<file path="config.mk">
export PLATFORM = sky130hd
export DESIGN_NAME = reflet_mem_rmw
export DESIGN_NICKNAME = d
export VERILOG_FILES = /design/src/rtl/reflet_mem_rmw_pkg.sv /design/src/rtl/reflet_lane_merge.sv /design/src/rtl/reflet_mem_rmw.sv
export SDC_FILE = /design/constraint.sdc
export NUM_CORES = 1
export LEC_CHECK = 0
export CELL_PAD_IN_SITES_DETAIL_PLACEMENT = 1
export CELL_PAD_IN_SITES_GLOBAL_PLACEMENT = 1
export CORE_UTILIZATION = 39
export CTS_BUF_LIST = sky130_fd_sc_hd__clkbuf_8
export DETAILED_ROUTE_END_ITERATION = 6
export GPL_ROUTABILITY_DRIVEN = 0
export HOLD_SLACK_MARGIN = 0.15
export PLACE_DENSITY_LB_ADDON = 0.15
export SLEW_MARGIN = 20
export SYNTH_ARGS = -nofsm -noshare
export SYNTH_HDL_FRONTEND = slang
export SYNTH_HIERARCHICAL = 1
export SYNTH_SLANG_ARGS = --single-unit
</file>
<file path="constraint.sdc">
create_clock -name clk -period 3.87 [get_ports clk]
set_clock_uncertainty 0.05 [all_clocks]
set_input_delay 0.774 -clock clk [delete_from_list [all_inputs] [get_ports clk]]
set_output_delay 0.774 -clock clk [all_outputs]
set_load 0.1 [all_outputs]
</file>
<file path="src/rtl/reflet_mem_rmw_pkg.sv">
// Shared encodings for the reflet memory sequencer: access size codes, FSM states
// and the helpers that decide whether an access is narrower than the RAM word.
package reflet_mem_rmw_pkg;

  typedef enum logic [1:0] {
    SIZE_FULL = 2'b00,
    SIZE_32   = 2'b01,
    SIZE_16   = 2'b10,
    SIZE_8    = 2'b11
  } size_e;

  typedef enum logic [2:0] {
    ST_IDLE,
    ST_RD,
    ST_WAIT,
    ST_WR,
    ST_DONE
  } state_e;

  function automatic int size_width(input logic [1:0] size);
    case (size)
      SIZE_32: return 32;
      SIZE_16: return 16;
      SIZE_8:  return 8;
      default: return 0;
    endcase
  endfunction

  // Fetches and sizes at least as wide as the word collapse to a plain full access.
  function automatic logic is_reduced(input logic [1:0] size, input logic fetch,
                                      input int word_bits);
    return (size != SIZE_FULL) && (size_width(size) < word_bits) && !fetch;
  endfunction

endpackage

</file>
<file path="src/rtl/reflet_lane_merge.sv">
// Combinational lane logic: splices new low bits into an old word for stores and
// zero-extends the low bits of a word for loads.
module reflet_lane_merge
  import reflet_mem_rmw_pkg::*;
#(
  parameter int wordsize = 16
) (
  input  logic [1:0]          size,
  input  logic                reduced,
  input  logic [wordsize-1:0] old_word,
  input  logic [wordsize-1:0] new_word,
  output logic [wordsize-1:0] merged_word,
  output logic [wordsize-1:0] masked_word
);

  logic [wordsize-1:0] lane_mask;

  always_comb begin
    lane_mask = '1;
    if (reduced) begin
      for (int i = 0; i < wordsize; i++) begin
        lane_mask[i] = (i < size_width(size));
      end
    end
  end

  assign merged_word = (old_word & ~lane_mask) | (new_word & lane_mask);
  assign masked_word = old_word & lane_mask;

endmodule

</file>
<file path="src/rtl/reflet_mem_rmw.sv">
// Memory access sequencer: turns CPU loads/stores into fixed-latency RAM cycles,
// doing read-modify-write for narrow stores and zero-extension for narrow loads.
module reflet_mem_rmw
  import reflet_mem_rmw_pkg::*;
#(
  parameter int wordsize    = 16,
  parameter int ram_latency = 1
) (
  input  logic                clk,
  input  logic                reset,
  input  logic                cpu_req,
  input  logic                cpu_write,
  input  logic                cpu_fetch,
  input  logic [1:0]          cpu_size,
  input  logic [wordsize-1:0] cpu_addr,
  input  logic [wordsize-1:0] cpu_wdata,
  output logic [wordsize-1:0] cpu_rdata,
  output logic                cpu_ready,
  output logic                ram_en,
  output logic                ram_we,
  output logic [wordsize-1:0] ram_addr,
  output logic [wordsize-1:0] ram_wdata,
  input  logic [wordsize-1:0] ram_rdata
);

  localparam int              CNT_W    = 2;
  localparam logic [CNT_W-1:0] CNT_INIT = CNT_W'(ram_latency - 1);

  state_e              state_q, state_d;
  logic [1:0]          size_q, size_d;
  logic                write_q, write_d;
  logic                reduced_q, reduced_d;
  logic [wordsize-1:0] addr_q, addr_d;
  logic [wordsize-1:0] wdata_q, wdata_d;
  logic [wordsize-1:0] rdata_q, rdata_d;
  logic [CNT_W-1:0]    cnt_q, cnt_d;
  logic [wordsize-1:0] merged_word, masked_word;

  reflet_lane_merge #(.wordsize(wordsize)) u_lane_merge (
    .size        (size_q),
    .reduced     (reduced_q),
    .old_word    (ram_rdata),
    .new_word    (wdata_q),
    .merged_word (merged_word),
    .masked_word (masked_word)
  );

  // wdata_q starts as the store data and is overwritten by the merged word,
  // so it serves as both the latched input and the RMW merge buffer.
  always_comb begin
    state_d   = state_q;
    size_d    = size_q;
    write_d   = write_q;
    reduced_d = reduced_q;
    addr_d    = addr_q;
    wdata_d   = wdata_q;
    rdata_d   = rdata_q;
    cnt_d     = cnt_q;
    ram_en    = 1'b0;
    ram_we    = 1'b0;
    cpu_ready = 1'b0;
    case (state_q)
      ST_IDLE: begin
        if (cpu_req) begin
          size_d    = cpu_size;
          write_d   = cpu_write;
          reduced_d = is_reduced(cpu_size, cpu_fetch, wordsize);
          addr_d    = cpu_addr;
          wdata_d   = cpu_wdata;
          state_d   = (cpu_write && !reduced_d) ? ST_WR : ST_RD;
        end
      end
      ST_RD: begin
        ram_en  = 1'b1;
        cnt_d   = CNT_INIT;
        state_d = ST_WAIT;
      end
      ST_WAIT: begin
        if (cnt_q == '0) begin
          if (write_q) begin
            wdata_d = merged_word;
            state_d = ST_WR;
          end else begin
            rdata_d = masked_word;
            state_d = ST_DONE;
          end
        end else begin
          cnt_d = cnt_q - 1'b1;
        end
      end
      ST_WR: begin
        ram_en  = 1'b1;
        ram_we  = 1'b1;
        state_d = ST_DONE;
      end
      ST_DONE: begin
        cpu_ready = 1'b1;
        state_d   = ST_IDLE;
      end
      default: state_d = ST_IDLE;
    endcase
  end

  always_ff @(posedge clk or negedge reset) begin
    if (!reset) begin
      state_q   <= ST_IDLE;
      size_q    <= SIZE_FULL;
      write_q   <= 1'b0;
      reduced_q <= 1'b0;
      addr_q    <= '0;
      wdata_q   <= '0;
      rdata_q   <= '0;
      cnt_q     <= '0;
    end else begin
      state_q   <= state_d;
      size_q    <= size_d;
      write_q   <= write_d;
      reduced_q <= reduced_d;
      addr_q    <= addr_d;
      wdata_q   <= wdata_d;
      rdata_q   <= rdata_d;
      cnt_q     <= cnt_d;
    end
  end

  assign cpu_rdata = rdata_q;
  assign ram_addr  = addr_q;
  assign ram_wdata = wdata_q;

endmodule

</file>
==> metrics.txt, run 1 <==
# TYPE chip_impl_metric gauge
chip_impl_metric{name="filler_cell_count",unit=""} 712
chip_impl_metric{name="syn_std_cell_area",unit="um^2"} 2880
chip_impl_metric{name="core",unit="um^2"} 6940
chip_impl_metric{name="worst-r2r-setup-slack",unit="ns"} 1.53
chip_impl_metric{name="tns",unit="ns"} 0
chip_impl_metric{name="final_hold_viol_count",unit=""} 0
chip_impl_info{name="timing.hold.worst_endpoint",value="ram_addr[12]$_DFFE_PN0P_"} 1
chip_impl_metric{name="area.growth.synth_to_final",unit="%"} 45.2
chip_impl_metric{name="timing.final.crit_share",unit="%"} 69.6
chip_impl_metric{name="synthCells",unit=""} 206
chip_impl_metric{name="post_layout_nonfiller_instances",unit=""} 417
chip_impl_metric{name="detailedRoute.firstIterationViolations",unit=""} 24
chip_impl_metric{name="layout.nets",unit=""} 373
chip_impl_metric{name="post-cts-setup-buffer-count",unit=""} 0
chip_impl_metric{name="fin_ws",unit="ns"} 1.18
chip_impl_metric{name="path_depth",unit=""} 1
chip_impl_metric{name="insertedDiodeCount",unit=""} 0
chip_impl_metric{name="gr-usage-all-layers",unit="%"} 20.4
chip_impl_metric{name="place.port_buffers",unit=""} 105
chip_impl_metric{name="numClockSinks",unit=""} 57
chip_impl_metric{name="cts-hold-fix-buffers",unit=""} 0
chip_impl_info{name="post-synth-top-area-cell",value="sky130_fd_sc_hd__dfrtp_1"} 1
chip_impl_info{name="hold_path.startpoint",value="ram_addr[12]$_DFFE_PN0P_"} 1
chip_impl_info{name="worst_r2r_startpoint",value="size_q[0]$_DFFE_PN0P_"} 1
chip_impl_metric{name="clock_buffer_count_from_cts",unit=""} 9
chip_impl_info{name="cts.root.buffer_cell",value="sky130_fd_sc_hd__clkbuf_8"} 1
chip_impl_metric{name="postSynthNetCount",unit=""} 263
chip_impl_metric{name="cp.buffers_inverters",unit=""} 1
chip_impl_info{name="timing.critical_path.slowest_stage_cell",value="sky130_fd_sc_hd__clkdlybuf4s50_1"} 1
chip_impl_metric{name="floorplan.rows",unit=""} 30
chip_impl_metric{name="detailed_place_hpwl",unit="mm"} 4.96
chip_impl_info{name="most_common_library_cell_in_the_layout_ignoring_fill_and_taps",value="sky130_fd_sc_hd__clkdlybuf4s50_1"} 1
chip_impl_metric{name="cts_max_path_buffers",unit=""} 2
chip_impl_metric{name="overflow",unit=""} 0
chip_impl_metric{name="worst-endpoint-required",unit="ns"} 3.05
chip_impl_metric{name="yosys_register_bits",unit=""} 57
chip_impl_metric{name="total_die_area",unit="um^2"} 7720
chip_impl_metric{name="clock_latency_reported_for_the_late_side_of_the_worst_skew_pair",unit="ns"} 0.32
chip_impl_info{name="crit_path_cell_trace",value="clkdlybuf4s50_1"} 1
chip_impl_info{name="rsz0062_at_grt",value="no"} 1
chip_impl_metric{name="via_count_of_the_first_global_routing_pass",unit=""} 2267
chip_impl_metric{name="post-synth-top-area-fraction",unit="%"} 49.6
chip_impl_metric{name="routed_wl",unit="mm"} 7.13
chip_impl_metric{name="worstMarginPinSlew",unit="ns"} 1.02
chip_impl_metric{name="clk_transition_reported_paths",unit="ns"} 0.07
chip_impl_metric{name="drc",unit=""} 0
chip_impl_info{name="most-common-layout-cells",value="sky130_fd_sc_hd__clkdlybuf4s50_1, sky130_fd_sc_hd__mux2_2, sky130_fd_sc_hd__dfrtp_1"} 1
chip_impl_metric{name="avgSynthCellArea",unit="um^2"} 14.0
chip_impl_info{name="worstSetupStartpointType",value="flip-flop"} 1
chip_impl_metric{name="finalWorstPathRequiredPeriod",unit="ns"} 2.69
chip_impl_metric{name="first_pass_grt_wire_length",unit="mm"} 11.7
chip_impl_metric{name="timing.final.setup_violations",unit=""} 0
chip_impl_metric{name="yosysWarnings",unit=""} 6
chip_impl_info{name="worstSetupPathType",value="reg -> out"} 1
chip_impl_metric{name="antenna_left",unit=""} 0
chip_impl_metric{name="htree_levels",unit=""} 3
chip_impl_metric{name="io_pins",unit=""} 106
chip_impl_metric{name="cts.repair.resized",unit=""} 0
chip_impl_metric{name="fin_util",unit="%"} 60.1
chip_impl_metric{name="timing.critical_path.arrival",unit="ns"} 1.87
chip_impl_info{name="critPathCaptureType",value="output pin"} 1
chip_impl_metric{name="synth_sequential_area_ratio",unit="%"} 49.6
chip_impl_metric{name="pre_cts_slack",unit="ns"} 1.39
chip_impl_metric{name="initial_core_util",unit="%"} 41.4
chip_impl_metric{name="max_slew_margin",unit="%"} 31.8
chip_impl_metric{name="via_density_per_instance",unit=""} 4.94
chip_impl_metric{name="max_stage_delay",unit="ns"} 1.17
chip_impl_info{name="regToRegEndpoint",value="ram_wdata[11]$_DFFE_PN0P_"} 1
chip_impl_info{name="tritoncts",value="yes"} 1
chip_impl_metric{name="die_h",unit="um"} 87.9
chip_impl_metric{name="via_count",unit=""} 2059
chip_impl_info{name="status",value="completed"} 1
chip_impl_metric{name="initial_antenna_violation_count",unit=""} 0
chip_impl_metric{name="timing.fmax",unit="GHz"} 0.371
chip_impl_metric{name="synth_cell_type_count",unit=""} 33
chip_impl_info{name="family_of_cells_with_the_greatest_summed_delay_on_the_critical_path",value="buffers and inverters"} 1
chip_impl_metric{name="place_inst",unit=""} 401
chip_impl_info{name="post_synth_main_area_contributors",value="sky130_fd_sc_hd__dfrtp_1, sky130_fd_sc_hd__mux2_2, sky130_fd_sc_hd__and2_2"} 1
chip_impl_info{name="holdCritPathClass",value="reg -> reg"} 1
chip_impl_metric{name="drtPass1Iterations",unit=""} 2
chip_impl_metric{name="worstHoldPathCells",unit=""} 1
chip_impl_metric{name="cap_violations",unit=""} 0
chip_impl_metric{name="pin_count_of_the_biggest_net_entering_global_routing",unit=""} 43
chip_impl_metric{name="largest_driver_fanout_on_the_critical_path",unit=""} 3
chip_impl_metric{name="wl_per_cell",unit="um"} 17.1
chip_impl_metric{name="timing.final.max_slew_violations",unit=""} 0
chip_impl_metric{name="floorplan.die.width",unit="um"} 87.9
chip_impl_metric{name="reg2regPathDepth",unit=""} 6
chip_impl_metric{name="drive_gt1_share",unit="%"} 37.7
[cells by family (layout without fill, tap and decap cells)]
logic type               count (synthesis)  count (layout)  share of synthesized area, %
flip-flops                              57              57                          49.6
AND/OR/NAND/NOR                         34              34                          9.18
buffers and inverters                   18             133                          4.18
AO/OA/AOI/OAI                           11              11                          3.05
adder cells (fa/ha/maj)                  2               2                         0.870
multiplexers                            84              84                          33.1
[area by class of cell]
type	count	area, um^2	share of cell area [%]
Sequential cell	57	1430	34.2
Clock buffer	10	138	3.30
Inverter	8	30.0	0.719
Multi-Input combinational cell	131	1330	32.0
Clock inverter	6	57.6	1.38
Tap cell	96	120	2.88
Timing Repair Buffer	109	1070	25.6
[registers in the layout (all words and copies together) (netlist names)]
register	count
ram_wdata	16
state_q	3
reduced_q	1
ram_addr	16
write_q	1
cpu_rdata	16
cnt_q	2
size_q	2
[how the worst max path moves through the flow]
stage	start	to	slack, ns
after global routing	ram_wdata[12]$_DFFE_PN0P_	ram_wdata[12]	1.11
after detailed placement	cpu_req	ram_wdata[15]$_DFFE_PN0P_	1.39
final	ram_wdata[15]$_DFFE_PN0P_	ram_wdata[15]	1.18
after CTS	ram_wdata[13]$_DFFE_PN0P_	ram_wdata[13]	1.15
after floorplan	state_q[0]$_DFFE_PN0P_	ram_we	1.02
after global placement	cpu_req	ram_wdata[15]$_DFFE_PN0P_	1.47
[metrics by stage]
stage / area [um^2] / hold WS, ns
after floorplan: 2880 / 0.427
after global placement: 3980 / 0.440
after detailed placement: 3980 / 0.446
after CTS: 4170 / 0.462
after global routing: 4170 / 0.479
final: 4170 / 0.457
[Yosys cell counts, drive strengths merged]
master,n
and3b,1
o2bb2ai,2
dfrtp,57
buf,10
nand3b,1
mux2i,1
nand2b,4
inv,8
nor3b,1
a21oi,4
ha,2
or2b,1
and2,16
and3,1
nor4,2
nand2,1
nand3,1
a221oi,1
nor2,2
a21o,2
nor3,1
nor4b,1
mux2,83
and2b,1
a211oi,1
o22ai,1
[metal layers]
metal  wire length [um]  vias up  track usage (%)
met1               3050     1042             25.2
li1                   -      946                -
met2               3520       65             34.0
met4                 59        0             6.26
met3                502        6             6.69
met5                  0        -                0
Power of run 1 is not shown: default switching activity piles up to over one toggle a cycle in this logic, so the estimate is an artifact.
==> inputs of run 2 (changes only) <==
--- a/config.mk
+++ b/config.mk
@@ -7,7 +7,7 @@
 export LEC_CHECK = 0
 export CELL_PAD_IN_SITES_DETAIL_PLACEMENT = 1
 export CELL_PAD_IN_SITES_GLOBAL_PLACEMENT = 1
-export CORE_UTILIZATION = 39
+export CORE_UTILIZATION = 36
 export CTS_BUF_LIST = sky130_fd_sc_hd__clkbuf_8
 export DETAILED_ROUTE_END_ITERATION = 6
 export GPL_ROUTABILITY_DRIVEN = 0
==> constraint.sdc (replaced) <==
create_clock -name clk -period 2.5 [get_ports clk]
set_clock_uncertainty 0.05 [all_clocks]
set_input_delay 0.5 -clock clk [delete_from_list [all_inputs] [get_ports clk]]
set_output_delay 0.5 -clock clk [all_outputs]
set_load 0.1 [all_outputs]
==> run 2 against run 1 <==
Effect of this change: utilization shrank 6.1 points; final cell count grew 2.4%; non-clock buffer count up 4; count of clock-buffer cells in the layout is 1 lower; critical path depth grew 2; worst hold slack improved by 0.0018 ns; die area up 8.1%; sequential cell count unchanged; via count down 1.1%; cell area about the same; highest routed layer unchanged.
==> metrics.txt, run 2 (synthesized netlist as in run 1, its figures left out) <==
# TYPE chip_impl_metric gauge
chip_impl_info{name="status",value="completed"} 1
chip_impl_metric{name="worstHoldPathCells",unit=""} 1
chip_impl_metric{name="detailed_place_hpwl",unit="mm"} 4.87
chip_impl_metric{name="final_hold_viol_count",unit=""} 0
chip_impl_metric{name="clock_buffer_count_from_cts",unit=""} 9
chip_impl_metric{name="drc",unit=""} 0
chip_impl_metric{name="drtPass1Iterations",unit=""} 4
chip_impl_metric{name="antenna_left",unit=""} 0
chip_impl_metric{name="htree_levels",unit=""} 3
chip_impl_metric{name="finalWorstPathRequiredPeriod",unit="ns"} 2.21
chip_impl_metric{name="total_die_area",unit="um^2"} 8350
chip_impl_metric{name="place.port_buffers",unit=""} 105
chip_impl_metric{name="numClockSinks",unit=""} 57
chip_impl_metric{name="pin_count_of_the_biggest_net_entering_global_routing",unit=""} 32
chip_impl_metric{name="max_stage_delay",unit="ns"} 0.70
chip_impl_metric{name="wl_per_cell",unit="um"} 15.6
chip_impl_info{name="most-common-layout-cells",value="sky130_fd_sc_hd__mux2_2, sky130_fd_sc_hd__dfrtp_1, sky130_fd_sc_hd__buf_4"} 1
chip_impl_info{name="tritoncts",value="yes"} 1
chip_impl_metric{name="routed_wl",unit="mm"} 6.66
chip_impl_info{name="setup.worst_path.start",value="state_q[0]$_DFFE_PN0P_"} 1
chip_impl_metric{name="core",unit="um^2"} 7730
chip_impl_metric{name="detailedRoute.firstIterationViolations",unit=""} 24
chip_impl_info{name="worstSetupPathType",value="reg -> out"} 1
chip_impl_metric{name="place_inst",unit=""} 410
chip_impl_metric{name="insertedDiodeCount",unit=""} 0
chip_impl_info{name="most_common_library_cell_in_the_layout_ignoring_fill_and_taps",value="sky130_fd_sc_hd__mux2_2"} 1
chip_impl_info{name="holdCritPathClass",value="reg -> reg"} 1
chip_impl_metric{name="max_slew_margin",unit="%"} 62.3
chip_impl_metric{name="initial_antenna_violation_count",unit=""} 0
chip_impl_metric{name="clock_latency_reported_for_the_late_side_of_the_worst_skew_pair",unit="ns"} 0.33
chip_impl_metric{name="timing.final.setup_violations",unit=""} 0
chip_impl_metric{name="placedInstanceArea",unit="um^2"} 3940
chip_impl_info{name="critPathCaptureType",value="output pin"} 1
chip_impl_metric{name="timing.final.crit_share",unit="%"} 88.6
chip_impl_metric{name="post_layout_nonfiller_instances",unit=""} 427
chip_impl_metric{name="via_count_of_the_first_global_routing_pass",unit=""} 2169
chip_impl_metric{name="floorplan.die.width",unit="um"} 91.4
chip_impl_metric{name="post-cts-setup-buffer-count",unit=""} 0
chip_impl_info{name="worst_r2r_startpoint",value="size_q[0]$_DFFE_PN0P_"} 1
chip_impl_metric{name="worstMarginPinSlew",unit="ns"} 0.565
chip_impl_metric{name="cts_max_path_buffers",unit=""} 2
chip_impl_metric{name="die_h",unit="um"} 91.4
chip_impl_metric{name="timing.final.max_slew_violations",unit=""} 0
chip_impl_metric{name="initial_core_util",unit="%"} 37.2
chip_impl_metric{name="io_pins",unit=""} 106
chip_impl_info{name="cts.root.buffer_cell",value="sky130_fd_sc_hd__clkbuf_8"} 1
chip_impl_metric{name="worst-endpoint-required",unit="ns"} 1.95
chip_impl_metric{name="via_density_per_instance",unit=""} 4.77
chip_impl_metric{name="clk_transition_reported_paths",unit="ns"} 0.07
chip_impl_metric{name="area.growth.synth_to_final",unit="%"} 45.1
chip_impl_info{name="rsz0062_at_grt",value="no"} 1
chip_impl_info{name="end_point_of_the_critical_path",value="cpu_ready"} 1
chip_impl_metric{name="first_pass_grt_wire_length",unit="mm"} 11.2
chip_impl_metric{name="floorplan.rows",unit=""} 32
chip_impl_metric{name="stdcell_area",unit="um^2"} 4170
chip_impl_metric{name="cap_violations",unit=""} 0
chip_impl_info{name="worstSetupStartpointType",value="flip-flop"} 1
chip_impl_metric{name="largest_driver_fanout_on_the_critical_path",unit=""} 12
chip_impl_info{name="crit_path_cell_trace",value="inv_1 > and3_1 > buf_12"} 1
chip_impl_metric{name="timing.critical_path.arrival",unit="ns"} 1.66
chip_impl_metric{name="layout.nets",unit=""} 377
chip_impl_info{name="regToRegEndpoint",value="ram_wdata[11]$_DFFE_PN0P_"} 1
chip_impl_metric{name="reg2regPathDepth",unit=""} 7
chip_impl_metric{name="timing.fmax",unit="GHz"} 0.452
chip_impl_metric{name="tns",unit="ns"} 0
chip_impl_metric{name="via_count",unit=""} 2036
chip_impl_info{name="timing.critical_path.slowest_stage_cell",value="sky130_fd_sc_hd__dfrtp_1"} 1
chip_impl_metric{name="drive_gt1_share",unit="%"} 53.5
chip_impl_metric{name="worst-r2r-setup-slack",unit="ns"} 0.46
chip_impl_metric{name="gr-usage-all-layers",unit="%"} 17.4
chip_impl_metric{name="overflow",unit=""} 0
run 2: cell count changes in the layout (fill, tap and decap cells not counted), sizes merged:
| cell | change |
|---|---|
| inv | +1 |
| bufinv | +1 |
| clkbuf | -1 |
| buf | +51 |
| clkinv | -2 |
| dlygate4sd3 | +1 |
| clkdlybuf4s50 | -48 |
| clkinvlp | +1 |
run 2: critical path: cells and delay by family, from the launching register on:
kind | cells | cell delay (ns)
flip-flops | 1 | 0.70
AND/OR/NAND/NOR | 1 | 0.25
buffers and inverters | 2 | 0.38
run 2: how the worst min path moves through the flow:
stage | startpoint | end
after floorplan | reset | cnt_q[0]$_DFFE_PN0P_
after global placement | reset | cpu_rdata[2]$_DFFE_PN0P_
after detailed placement | reset | cpu_rdata[2]$_DFFE_PN0P_
after CTS | cpu_rdata[14]$_DFFE_PN0P_ | cpu_rdata[14]$_DFFE_PN0P_
after global routing | cpu_rdata[6]$_DFFE_PN0P_ | cpu_rdata[6]$_DFFE_PN0P_
final | cpu_rdata[10]$_DFFE_PN0P_ | cpu_rdata[10]$_DFFE_PN0P_
run 2: layout make-up:
cell class / count / area, um^2
fillers: 814 / 3560
flip-flops and latches: 57 / 1430
multi-input cells: 131 / 1340
repair buffers: 113 / 1030
well taps: 102 / 128
clock buffers: 9 / 124
clock inverters: 7 / 93.8
inverters: 8 / 30.0
run 2: through the flow:
step                util [%]  setup WS [ns]  hold slack [ns]
floorplan                  -          0.371            0.154
global placement        51.0          0.397            0.298
detailed placement      51.0          0.345            0.300
CTS                     54.0          0.247            0.466
global route            54.0          0.159            0.486
finish                  54.0          0.286            0.458
run 2: repair_timing:
item                                   in CTS  in global routing
hold buffers                                1                  0
gates resized for setup                     0                  0
endpoints found under the hold margin       4                  0
run 2: metal layers:
layer | share of wire, % | global-route usage, % | vias up
met3 | 5.7 | 4.94 | 7
met1 | 44 | 21.2 | 1012
met2 | 49 | 28.8 | 63
met5 | 0 | 0 | -
li1 | - | - | 954
met4 | 1.3 | 7.14 | 0
Power of run 2 is left out for the same reason.
==> inputs of run 3 (changes only) <==
--- a/config.mk
+++ b/config.mk
@@ -7,7 +7,7 @@
 export LEC_CHECK = 0
 export CELL_PAD_IN_SITES_DETAIL_PLACEMENT = 1
 export CELL_PAD_IN_SITES_GLOBAL_PLACEMENT = 1
-export CORE_UTILIZATION = 36
+export CORE_UTILIZATION = 39
 export CTS_BUF_LIST = sky130_fd_sc_hd__clkbuf_8
 export DETAILED_ROUTE_END_ITERATION = 6
 export GPL_ROUTABILITY_DRIVEN = 0
==> constraint.sdc (replaced) <==
create_clock -name clk -period 2.85 [get_ports clk]
set_clock_uncertainty 0.05 [all_clocks]
set_input_delay 0.57 -clock clk [delete_from_list [all_inputs] [get_ports clk]]
set_output_delay 0.57 -clock clk [all_outputs]
set_load 0.1 [all_outputs]
==> run 3 against run 2 <==
Effect of this change: non-clock buffer count decreased by 1; count of clock-buffer cells in the layout up 3; first-iteration DRC count up 50%; worst hold slack hardly changed; sequential share of layout area up 0.91 points.
==> metrics.txt, run 3 (synthesized netlist as in run 1, its figures left out) <==
# TYPE chip_impl_metric gauge
chip_impl_info{name="status",value="completed"} 1
chip_impl_metric{name="initial_core_util",unit="%"} 41.4
chip_impl_info{name="setup.worst_path.start",value="state_q[0]$_DFFE_PN0P_"} 1
chip_impl_info{name="holdCritPathClass",value="reg -> reg"} 1
chip_impl_info{name="hold_path.startpoint",value="ram_addr[12]$_DFFE_PN0P_"} 1
chip_impl_metric{name="via_count",unit=""} 2021
chip_impl_metric{name="place.port_buffers",unit=""} 105
chip_impl_metric{name="first_pass_grt_wire_length",unit="mm"} 10.9
chip_impl_metric{name="total_die_area",unit="um^2"} 7720
chip_impl_metric{name="core",unit="um^2"} 6940
chip_impl_metric{name="floorplan.die.width",unit="um"} 87.9
chip_impl_metric{name="timing.critical_path.arrival",unit="ns"} 1.69
chip_impl_metric{name="finalWorstPathRequiredPeriod",unit="ns"} 2.31
chip_impl_metric{name="timing.final.setup_violations",unit=""} 0
chip_impl_info{name="end_point_of_the_critical_path",value="ram_en"} 1
chip_impl_metric{name="worstMarginPinSlew",unit="ns"} 0.643
chip_impl_metric{name="layout.nets",unit=""} 376
chip_impl_metric{name="reg2regPathDepth",unit=""} 6
chip_impl_metric{name="timing.fmax",unit="GHz"} 0.433
chip_impl_metric{name="clock_latency_reported_for_the_late_side_of_the_worst_skew_pair",unit="ns"} 0.33
chip_impl_metric{name="detailed_place_hpwl",unit="mm"} 4.83
chip_impl_metric{name="htree_levels",unit=""} 3
chip_impl_info{name="cts.root.buffer_cell",value="sky130_fd_sc_hd__clkbuf_8"} 1
chip_impl_metric{name="io_pins",unit=""} 106
chip_impl_metric{name="timing.final.max_slew_violations",unit=""} 0
chip_impl_metric{name="fin_ws",unit="ns"} 0.542
chip_impl_metric{name="routed_wl",unit="mm"} 6.69
chip_impl_metric{name="final_hold_viol_count",unit=""} 0
chip_impl_metric{name="cts_max_path_buffers",unit=""} 2
chip_impl_metric{name="pin_count_of_the_biggest_net_entering_global_routing",unit=""} 32
chip_impl_metric{name="wl_per_cell",unit="um"} 16.0
chip_impl_metric{name="insertedDiodeCount",unit=""} 0
chip_impl_metric{name="clk_transition_reported_paths",unit="ns"} 0.06
chip_impl_metric{name="area.growth.synth_to_final",unit="%"} 41.3
chip_impl_info{name="most_common_library_cell_in_the_layout_ignoring_fill_and_taps",value="sky130_fd_sc_hd__mux2_2"} 1
chip_impl_metric{name="drc",unit=""} 0
chip_impl_metric{name="tns",unit="ns"} 0
chip_impl_metric{name="largest_driver_fanout_on_the_critical_path",unit=""} 12
chip_impl_info{name="worstSetupStartpointType",value="flip-flop"} 1
chip_impl_metric{name="via_count_of_the_first_global_routing_pass",unit=""} 2121
chip_impl_metric{name="clock_buffer_count_from_cts",unit=""} 9
chip_impl_info{name="worst_r2r_startpoint",value="size_q[1]$_DFFE_PN0P_"} 1
chip_impl_metric{name="drive_gt1_share",unit="%"} 52.6
chip_impl_info{name="critPathCaptureType",value="output pin"} 1
chip_impl_info{name="tritoncts",value="yes"} 1
chip_impl_metric{name="via_density_per_instance",unit=""} 4.82
chip_impl_metric{name="cap_violations",unit=""} 0
chip_impl_metric{name="post-cts-setup-buffer-count",unit=""} 0
chip_impl_info{name="worstSetupPathType",value="reg -> out"} 1
chip_impl_metric{name="numClockSinks",unit=""} 57
chip_impl_metric{name="initial_antenna_violation_count",unit=""} 0
chip_impl_metric{name="pre_cts_slack",unit="ns"} 0.562
chip_impl_info{name="regToRegEndpoint",value="ram_wdata[11]$_DFFE_PN0P_"} 1
chip_impl_metric{name="antenna_left",unit=""} 0
chip_impl_metric{name="max_slew_margin",unit="%"} 57.1
chip_impl_metric{name="floorplan.rows",unit=""} 30
chip_impl_info{name="rsz0062_at_grt",value="no"} 1
chip_impl_metric{name="die_h",unit="um"} 87.9
chip_impl_metric{name="worst-endpoint-required",unit="ns"} 2.23
chip_impl_metric{name="drtPass1Iterations",unit=""} 4
chip_impl_info{name="most-common-layout-cells",value="sky130_fd_sc_hd__mux2_2, sky130_fd_sc_hd__dfrtp_1, sky130_fd_sc_hd__buf_4"} 1
chip_impl_metric{name="worst-r2r-setup-slack",unit="ns"} 0.57
chip_impl_metric{name="overflow",unit=""} 0
chip_impl_metric{name="detailedRoute.firstIterationViolations",unit=""} 36
chip_impl_metric{name="gr-usage-all-layers",unit="%"} 18.9
chip_impl_metric{name="timing.final.crit_share",unit="%"} 81.0
[run 3: cell count changes in the layout (fill, tap and decap cells not counted)]
cell | previous run | this run
sky130_fd_sc_hd__bufinv_16 | 2 | 0
sky130_fd_sc_hd__nor2_2 | 2 | 0
sky130_fd_sc_hd__nor2_1 | 0 | 2
sky130_fd_sc_hd__buf_4 | 54 | 57
sky130_fd_sc_hd__clkbuf_8 | 9 | 12
sky130_fd_sc_hd__buf_12 | 4 | 0
sky130_fd_sc_hd__clkinv_2 | 2 | 3
sky130_fd_sc_hd__inv_6 | 1 | 0
sky130_fd_sc_hd__clkinvlp_4 | 2 | 0
[run 3: final cells by class]
type	count	area (um^2)
Inverter	8	30.0
Clock buffer	12	165
Fill cell	731	2880
Sequential cell	57	1430
Multi-Input combinational cell	131	1330
Tap cell	96	120
Clock inverter	3	15.0
Timing Repair Buffer	112	973
[run 3: worst min-delay path by stage]
stage	slack [ns]	depth (start not counted)	end
6_report	0.46	1	ram_addr[12]$_DFFE_PN0P_
5_1_grt	0.47	1	ram_addr[12]$_DFFE_PN0P_
4_1_cts	0.46	1	ram_addr[12]$_DFFE_PN0P_
3_5_place_dp	0.34	1	cnt_q[1]$_DFFE_PN0P_
3_3_place_gp	0.34	1	cnt_q[1]$_DFFE_PN0P_
2_1_floorplan	0.22	0	cnt_q[0]$_DFFE_PN0P_
[run 3: metrics by stage]
| step | cells | cell area (um^2) | utilization, % | hold WS [ns] |
|---|---|---|---|---|
| 2_1_floorplan | 206 | 2880 | - | 0.224 |
| 3_3_place_gp | 403 | 3870 | 55.8 | 0.336 |
| 3_5_place_dp | 403 | 3870 | 55.8 | 0.335 |
| 4_1_cts | 419 | 4060 | 58.5 | 0.462 |
| 5_1_grt | 419 | 4060 | 58.5 | 0.467 |
| 6_report | 419 | 4060 | 58.5 | 0.458 |
[run 3: repair_timing]
item,CTS,global route
hold endpoints to repair,3,0
resized for setup,0,0
hold buffers,1,0
setup endpoints to repair,0,0
[run 3: layer usage]
layer | wire, um | GRT usage (%)
met1 | 2910 | 24.0
met2 | 3240 | 30.2
met3 | 425 | 5.18
met4 | 111 | 8.49
met5 | 0 | 0
[run 3: worst max-delay path, stage by stage (launching register included)]
cell and delay, ns:
sky130_fd_sc_hd__dfrtp_1 0.70, sky130_fd_sc_hd__inv_1 0.21, sky130_fd_sc_hd__nor2_1 0.15, sky130_fd_sc_hd__buf_4 0.30
Power of run 3 is left out for the same reason.
